--- config.mk ---
export PLATFORM = sky130hd
export DESIGN_NAME = matmul_sched
export DESIGN_NICKNAME = d
export VERILOG_FILES = /design/src/rtl/matmul_pkg.sv /design/src/rtl/matmul_mac.sv /design/src/rtl/matmul_sched.sv
export SDC_FILE = /design/constraint.sdc
export NUM_CORES = 1
export LEC_CHECK = 0
export CORE_MARGIN = 2
export CORE_UTILIZATION = 55
export CTS_BUF_LIST = sky130_fd_sc_hd__clkbuf_4
export DETAILED_ROUTE_END_ITERATION = 6
export DONT_BUFFER_PORTS = 1
export HOLD_SLACK_MARGIN = 0.08
export PLACE_DENSITY = 0.67
export SETUP_SLACK_MARGIN = 0.05
export SLEW_MARGIN = 20
export SYNTH_ARGS = -nofsm -noshare
export SYNTH_HDL_FRONTEND = slang
export SYNTH_SLANG_ARGS = --single-unit
--- constraint.sdc ---
create_clock -name clk -period 6.5 [get_ports clk]
set_input_delay 0.65 -clock clk [delete_from_list [all_inputs] [get_ports clk]]
set_output_delay 0.65 -clock clk [all_outputs]
set_load 0.02 [all_outputs]
--- src/rtl/matmul_pkg.sv ---
// Shared definitions for the 2x2 matrix-multiply scheduler: state encoding,
// default widths, step count and the element-index packing helper.
package matmul_pkg;

  localparam int DW_DEF    = 8;
  localparam int RW_DEF    = 16;
  localparam int NUM_STEPS = 8;
  localparam int NUM_ELEM  = 4;

  typedef enum logic [1:0] {
    ST_IDLE = 2'd0,
    ST_LOAD = 2'd1,
    ST_MAC  = 2'd2,
    ST_DONE = 2'd3
  } state_t;

  // Element [i][j] of a packed 2x2 matrix lives at slot 2i+j.
  function automatic logic [1:0] elem_idx(input logic i, input logic j);
    return {i, j};
  endfunction

endpackage

--- src/rtl/matmul_mac.sv ---
// Signed DW x DW multiplier feeding an RW-bit wrapping accumulator.
// acc_nxt is the value the accumulator takes on this edge when en is high.
module matmul_mac
  import matmul_pkg::*;
#(
  parameter int DW = DW_DEF,
  parameter int RW = RW_DEF
) (
  input  logic                 clk,
  input  logic                 rst,
  input  logic                 en,
  input  logic                 clr,
  input  logic signed [DW-1:0] a,
  input  logic signed [DW-1:0] b,
  output logic signed [RW-1:0] acc_nxt
);

  logic signed [2*DW-1:0] prod;
  logic signed [RW-1:0]   acc_q;
  logic signed [RW-1:0]   acc_d;

  always_comb begin
    prod    = a * b;
    // Full-width signed product, then modulo-2^RW accumulate (no saturation).
    acc_nxt = (clr ? '0 : acc_q) + RW'(prod);
    acc_d   = en ? acc_nxt : acc_q;
  end

  always_ff @(posedge clk or negedge rst) begin
    if (!rst) begin
      acc_q <= '0;
    end else begin
      acc_q <= acc_d;
    end
  end

endmodule

--- src/rtl/matmul_sched.sv ---
// Two-requester 2x2 signed matrix-multiply scheduler: round-robin arbitration,
// operand capture on grant, 8 serial MAC steps, one-cycle done to the owner.
module matmul_sched
  import matmul_pkg::*;
#(
  parameter int DW = DW_DEF,
  parameter int RW = RW_DEF
) (
  input  logic            clk,
  input  logic            rst,
  input  logic [1:0]      req,
  input  logic [4*DW-1:0] a0,
  input  logic [4*DW-1:0] b0,
  input  logic [4*DW-1:0] a1,
  input  logic [4*DW-1:0] b1,
  output logic [1:0]      gnt,
  output logic [1:0]      done,
  output logic [4*RW-1:0] c,
  output logic            busy,
  output logic            owner
);

  state_t state_q, state_d;
  logic [2:0] step_q, step_d;
  logic       owner_q, owner_d;
  logic       rr_q, rr_d;
  logic [4*RW-1:0] c_q, c_d;

  logic signed [DW-1:0] a_q [NUM_ELEM];
  logic signed [DW-1:0] a_d [NUM_ELEM];
  logic signed [DW-1:0] b_q [NUM_ELEM];
  logic signed [DW-1:0] b_d [NUM_ELEM];
  logic signed [RW-1:0] res_q [NUM_ELEM];
  logic signed [RW-1:0] res_d [NUM_ELEM];

  logic                 win;
  logic                 mac_en;
  logic                 mac_clr;
  logic signed [DW-1:0] mac_a;
  logic signed [DW-1:0] mac_b;
  logic signed [RW-1:0] acc_nxt;

  // Step k walks element e = k[2:1] (i = k[2], j = k[1]) and term t = k[0].
  always_comb begin
    mac_a   = a_q[elem_idx(step_q[2], step_q[0])];
    mac_b   = b_q[elem_idx(step_q[0], step_q[1])];
    mac_clr = ~step_q[0];
    mac_en  = (state_q == ST_MAC);
  end

  matmul_mac #(
    .DW (DW),
    .RW (RW)
  ) u_mac (
    .clk     (clk),
    .rst     (rst),
    .en      (mac_en),
    .clr     (mac_clr),
    .a       (mac_a),
    .b       (mac_b),
    .acc_nxt (acc_nxt)
  );

  always_ff @(posedge clk or negedge rst) begin
    if (!rst) begin
      state_q <= ST_IDLE;
      step_q  <= '0;
      owner_q <= 1'b0;
      rr_q    <= 1'b0;
      c_q     <= '0;
      for (int e = 0; e < NUM_ELEM; e++) begin
        a_q[e]   <= '0;
        b_q[e]   <= '0;
        res_q[e] <= '0;
      end
    end else begin
      state_q <= state_d;
      step_q  <= step_d;
      owner_q <= owner_d;
      rr_q    <= rr_d;
      c_q     <= c_d;
      for (int e = 0; e < NUM_ELEM; e++) begin
        a_q[e]   <= a_d[e];
        b_q[e]   <= b_d[e];
        res_q[e] <= res_d[e];
      end
    end
  end

  always_comb begin
    state_d = state_q;
    step_d  = step_q;
    owner_d = owner_q;
    rr_d    = rr_q;
    c_d     = c_q;
    a_d     = a_q;
    b_d     = b_q;
    res_d   = res_q;
    // Round-robin pointer only decides when both requesters contend.
    win     = (req == 2'b11) ? rr_q : req[1];

    unique case (state_q)
      ST_IDLE: begin
        if (|req) begin
          state_d = ST_LOAD;
          owner_d = win;
          for (int e = 0; e < NUM_ELEM; e++) begin
            a_d[e] = win ? a1[e*DW +: DW] : a0[e*DW +: DW];
            b_d[e] = win ? b1[e*DW +: DW] : b0[e*DW +: DW];
          end
        end
      end
      ST_LOAD: begin
        state_d = ST_MAC;
        step_d  = '0;
      end
      ST_MAC: begin
        step_d = step_q + 3'd1;
        if (step_q[0]) begin
          res_d[step_q[2:1]] = acc_nxt;
        end
        if (step_q == 3'(NUM_STEPS - 1)) begin
          state_d = ST_DONE;
          // The visible result only changes as a whole, at completion.
          for (int e = 0; e < NUM_ELEM; e++) begin
            c_d[e*RW +: RW] = res_d[e];
          end
        end
      end
      ST_DONE: begin
        state_d = ST_IDLE;
        rr_d    = ~owner_q;
      end
      default: begin
        state_d = ST_IDLE;
      end
    endcase
  end

  always_comb begin
    gnt   = 2'b00;
    done  = 2'b00;
    busy  = (state_q != ST_IDLE);
    owner = owner_q;
    c     = c_q;
    if (state_q == ST_LOAD) begin
      gnt[owner_q] = 1'b1;
    end
    if (state_q == ST_DONE) begin
      done[owner_q] = 1'b1;
    end
  end

endmodule

After elaboration in Yosys (flattened, before gate mapping) --
Cells that the tools add are included.
Operators by class: reductions and logical operators 9, mux-type cells 28, order comparisons 6, equality and inequality tests 7, add/subtract/negate cells 2, multipliers 1, bitwise logic cells 4
Operators by type and width (number):
- $mux 8 | 12
- $bwmux 64 | 1
- $mux 64 | 1
- $bmux 8 s2 | 2
- $demux 16 s2 | 1
- $mux 16 | 2
- $add 16x16->16 | 1
- $mul 8x8->16 | 1
- $ge 3x3->1 const B | 3
- $not 2->3 | 3
- $mux 2 | 4
- $pmux 2 s4 | 1
- $eq 2x2->1 const B | 3
- $pmux 3 s2 | 1
- $reduce_and 2->1 | 3
- $ne 2x2->1 const B | 2
- $reduce_bool 2->1 | 2
- $add 3x1->3 const B | 1
- $eq 3x3->1 const B | 1
- $lt 3x1->1 const B | 1
- $eq 2x1->1 const B | 1
- $logic_and 1x1->1 | 2
- $logic_not 2->1 | 1
- $lt 1x2->1 const B | 1
- 5 further kinds | 6
Word-level totals: bits of input ports 132, flip-flop bits (word level) 215

Longest topological paths before layout --
depth after elaboration 8, gate-level depth with buffers 21

Hierarchy --
Synthesis repeated with hierarchy kept, for this count alone.
Unflattened totals: cells, all modules 1287, area, all modules 12921.1 um^2
By module, submodules not included:
- matmul_sched | cells an instance 921, area an instance 9255.1 um^2, times used 1, seq. area each 4979.8 um^2
- matmul_mac | cells an instance 366, area an instance 3666.0 um^2, times used 1, seq. area each 400.4 um^2

Worst setup path after synthesis --
No wires, ideal clock.
kind reg2reg, start point reg step_q[0], end point reg res_q[14] (netlist bit), cell stages (with the launch flop) 22, data required time 6.364 ns, library setup time 0.136 ns, arrival time 5.439 ns, setup slack 0.924 ns, clock period less this slack 5.576 ns, path through dfrtp_1 > buf_6 > buf_2 > clkbuf_1 > clkbuf_1 > nand2_1 > fa_1 > inv_1 > fa_1 > ha_1 > inv_1 > fa_1 > inv_1 > ha_1 > ha_1 > fa_1 > a21o_1 > a211o_1 > o21ba_2 > and4b_1 > nor3_4 > o21ai_0
Between the ends: longest elaborated chain between the ends 8, elaborated cells between the ends (all ways) 13, those cells by class 1 x add/sub; 1 x mul; 9 x mux; 2 x bitwise
RTL lines:
- from (decl) | line matmul_sched.sv:24 | logic [2:0] step_q, step_d;
- from (signal assigned) | line matmul_sched.sv:78 | step_q <= step_d;
- $not 2->3 (on tied branches) | line matmul_sched.sv:45, matmul_sched.sv:46
- $bmux 8 s2 (on tied branches) | line matmul_sched.sv:45, matmul_sched.sv:46
- $mux 8 (on tied branches) (2 in series) | line matmul_sched.sv:45, matmul_sched.sv:46
- $mul 8x8->16 | line matmul_mac.sv:23 | prod = a * b;
- $add 16x16->16 | line matmul_mac.sv:25 | acc_nxt = (clr ? '0 : acc_q) + RW'(prod);
- $bwmux 64 | line matmul_sched.sv:120 | res_d[step_q[2:1]] = acc_nxt;
- $mux 64 * | line matmul_sched.sv:119 | if (step_q[0]) begin
- to (signal, indexed assignment) | line matmul_sched.sv:85 | res_q[e] <= res_d[e];
- to (decl) | line matmul_sched.sv:33 | logic signed [RW-1:0] res_q [NUM_ELEM];
Every way passes the cells marked *; elsewhere a longest branch is shown, timed or not. The select of a mux whose other input is x is not followed. A chain may end at the register's enable or synchronous reset.

Worst setup path after layout --
start point reg step_q[1], end point reg c_q[63] (netlist: c[63])
Between the ends: longest elaborated chain between the ends 8, elaborated cells between the ends (all ways) 16, those cells by class 1 x add/sub; 1 x mul; 2 x order compare; 1 x eq/ne; 7 x mux; 2 x bitwise; 2 x reduce/logical
RTL lines:
- $not 2->3 (implied by the code) | line matmul_sched.sv:46 | mac_b = b_q[elem_idx(step_q[0], step_q[1])];
- $bmux 8 s2 | line matmul_sched.sv:46
- $mux 8 (implied by the code) (2 in series) | line matmul_sched.sv:46
- $mul 8x8->16 | line matmul_mac.sv:23
- $add 16x16->16 | line matmul_mac.sv:25
- $bwmux 64 | line matmul_sched.sv:120
- $mux 64 | line matmul_sched.sv:119
- to (signal assigned) | line matmul_sched.sv:70 | c_q <= '0;
- to (signal assigned) | line matmul_sched.sv:81 | c_q <= c_d;
- to (decl) | line matmul_sched.sv:27 | logic [4*RW-1:0] c_q, c_d;
Parallel ways exist; a longest one is shown, timed or not. The select of a mux whose other input is x is not followed.

==> metrics <==
largest family of logic cells by synthesized area=adder cells; Tcrit/Tclk final=92.97%; final setup vio count=0; RSZ-0062 raised after global routing=no; Synth Area in Simple Gates=between 10% and 20%; Post-CTS Setup Repair Bufs=0; routability cong.=0.8683; Slew headroom=25.89%; clk_skew=0.05975 ns; Post-Syn Area=12510 sq um; Layout fillers=roughly 1900; clk_lat worst skew=0.70 ns; CTS tree=yes; Row Count=55; XOR/XNOR Fraction of Synth Area=1.801%; Worst Path Required=7.03 ns; Inserted Clock Buffers=55; crit path DAT=6.58 ns; count leader, synth=nand2_1; area grow syn2layout=7.623%; worst-path maximum fanout=9; post-route setup TNS=0 ns; Die Y=154.8 microns; core box area=22500 sq um; Die Area=23960 sq um; Compound-Gate Fraction of Synth Area=around 11%; Initial Util=55.59%; DP Wirelength=20.49 mm; total track usage=~25%; Root Buffer=clkbuf_4; Hold Crit Class=input pin to register; number of flops mapped to enable cells by yosys=0; Worst-Margin Slew=1.106 ns; FF+latch count, synth=215; clk sinks=215; ys flop type=dfrtp_1; initial antenna violation count=1; multi-input logic area=6591 sq um; Antenna Nets Post-Route=0; critical path type=register to register; layout cells sized above 1=13.54%; Final Hold Viols=0; crit end category=register; CTS H-Tree Depth=2; Initial DRT Pass Iterations=5; Synth Area in Adders=between 10% and 20%; port bufs=0; Netlist cell types=49; post-synthesis mux area share=11.59%; synthesized net count=1466; status=completed; clock transition at the registers of the reported paths=0.07 ns; Tmin final=6.043 ns; Die W=154.8 microns; number of global-route vias before repair=8834; Synth area leader=dfrtp_1; IO Count=202; sequential element share of the synthesized area=43.01%; Routed wire per std cell=18.56 microns; clk buf depth=3; Max Freq=165.5 MHz; main area contributors after synthesis=dfrtp_1 (43%), fa_1 (11%), nand2_1 (6.5%); Final nets=about 1500; Synthesis Warnings=0; startpoint types=register; via count=8608; Final Slew Violations=0; max-cap violations=0; Mapped Cells=1220; synthesized area per cell=10.25 sq um; vias per std cell=~5.6; pin count of the biggest net entering global routing=between 200 and 250; total global routing overflow=0; synth cell count leaders=nand2_1 (217), dfrtp_1 (215), o21ai_0 (129); DR iter-0 viols=458; Async SR Flop Fraction=100.0%; Sequential cell area=between 5000 and 6000 sq um; routed wire length=28.62 mm; drt drc=0; Synth top area share=a little over two fifths; first-pass GRT wire length=46.54 mm
per-layer routing:
metal	track usage, %	up-vias	share of wire [%]
met4	7.981	0	2.2
li1	-	4139	-
met1	33.58	4103	44
met2	40.01	306	47
met3	5.548	60	6.7
met5	0	-	0
metrics by stage:
step	hold WS [ns]	std cells	worst slack, ns	utilization, %	instance area [sq um]
after floorplan	0.3544	1220	0.9241	-	12510
after global placement	0.3636	1450	0.5728	56.44	12700
after detailed placement	0.3613	1450	0.4558	56.44	12700
after CTS	0.1101	1538	0.4133	59.39	13360
after global routing	0.1244	1542	0.07791	59.82	13460
final	0.1710	1542	0.4572	59.82	13460
area by class of cell:
class	count	share of cell area [%]
Tap cell	285	2.649
Clock buffer	77	4.294
Timing Repair Buffer	20	1.729
Sequential cell	215	39.98
Multi-Input combinational cell	863	48.96
Clock inverter	9	0.3625
Antenna cell	1	0.01859
Inverter	72	2.008
critical path, cell delays in order, from the launching register on:
cell and delay (ns):
dfrtp_1 0.54, buf_4 0.22, mux4_2 0.59, nand2_1 0.21, fa_1 0.55, fa_1 0.54, inv_1 0.06, fa_1 0.49
fa_1 0.41, ha_1 0.29, ha_1 0.37, a21o_1 0.20, a2111oi_0 0.54, o21ai_1 0.22, o21ai_2 0.13, xnor2_2 0.17
a221o_1 0.36
registers in the layout, summed over array words and instances, names as in the netlist:
register	flops
step_q	3
c	64
u_mac.acc_q	16
owner	1
state_q	2
res_q	64
a_q	32
b_q	32
rr_q	1
kinds of logic (layout without fill, tap and decap cells):
kind of cell / after synthesis / count (layout)
xor gates and xnor gates: 24 / 24
AOI/OAI and AO/OA: 249 / 249
muxes: 120 / 120
and+or+nand+nor: 356 / 356
buffers and inverters: 142 / 178
other: 0 / 1
adders and majority gates: 114 / 114
DFF: 215 / 215
path summary, 6_finish.rpt:
check	depth (start not counted)	slack [ns]	startpoint	to
worst min register to register	2	0.47	a_q[17]	a_q[17]
worst max-delay path	16	0.46	step_q[1]	c[63]
worst max register to register	16	0.46	step_q[1]	c[63]
worst min-delay path	2	0.17	b1[29]	b_q[5]
max in group asynchronous	3	4.88	rst	step_q[0]
min in group asynchronous	2	0.51	rst	res_q[45]
timing repair:
item | 4_1_cts | 5_1_grt
gates resized for setup | 0 | 1
endpoints found under the hold margin | 215 | 0
endpoints found under the setup margin | 0 | 1
hold buffers | 2 | 0
placed cells by master (no fill, tap or decap), drive strengths merged, types with 4 or more instances in the layout:
master / n
nand2: 218
dfrtp: 215
o21ai: 133
clkbuf: 77
inv: 74
fa: 71
nor2: 69
mux2i: 65
a21oi: 62
and2: 44
ha: 43
mux2: 40
a31oi: 24
buf: 19
xnor2: 18
mux4: 15
a21o: 8
and3: 8
nand3: 7
xor2: 6
clkinv: 6
o21a: 4
a221o: 4
o31ai: 4
nor3: 4
Power is not shown: default switching activity piles up to over one toggle a cycle in this logic, so the estimate is an artifact.
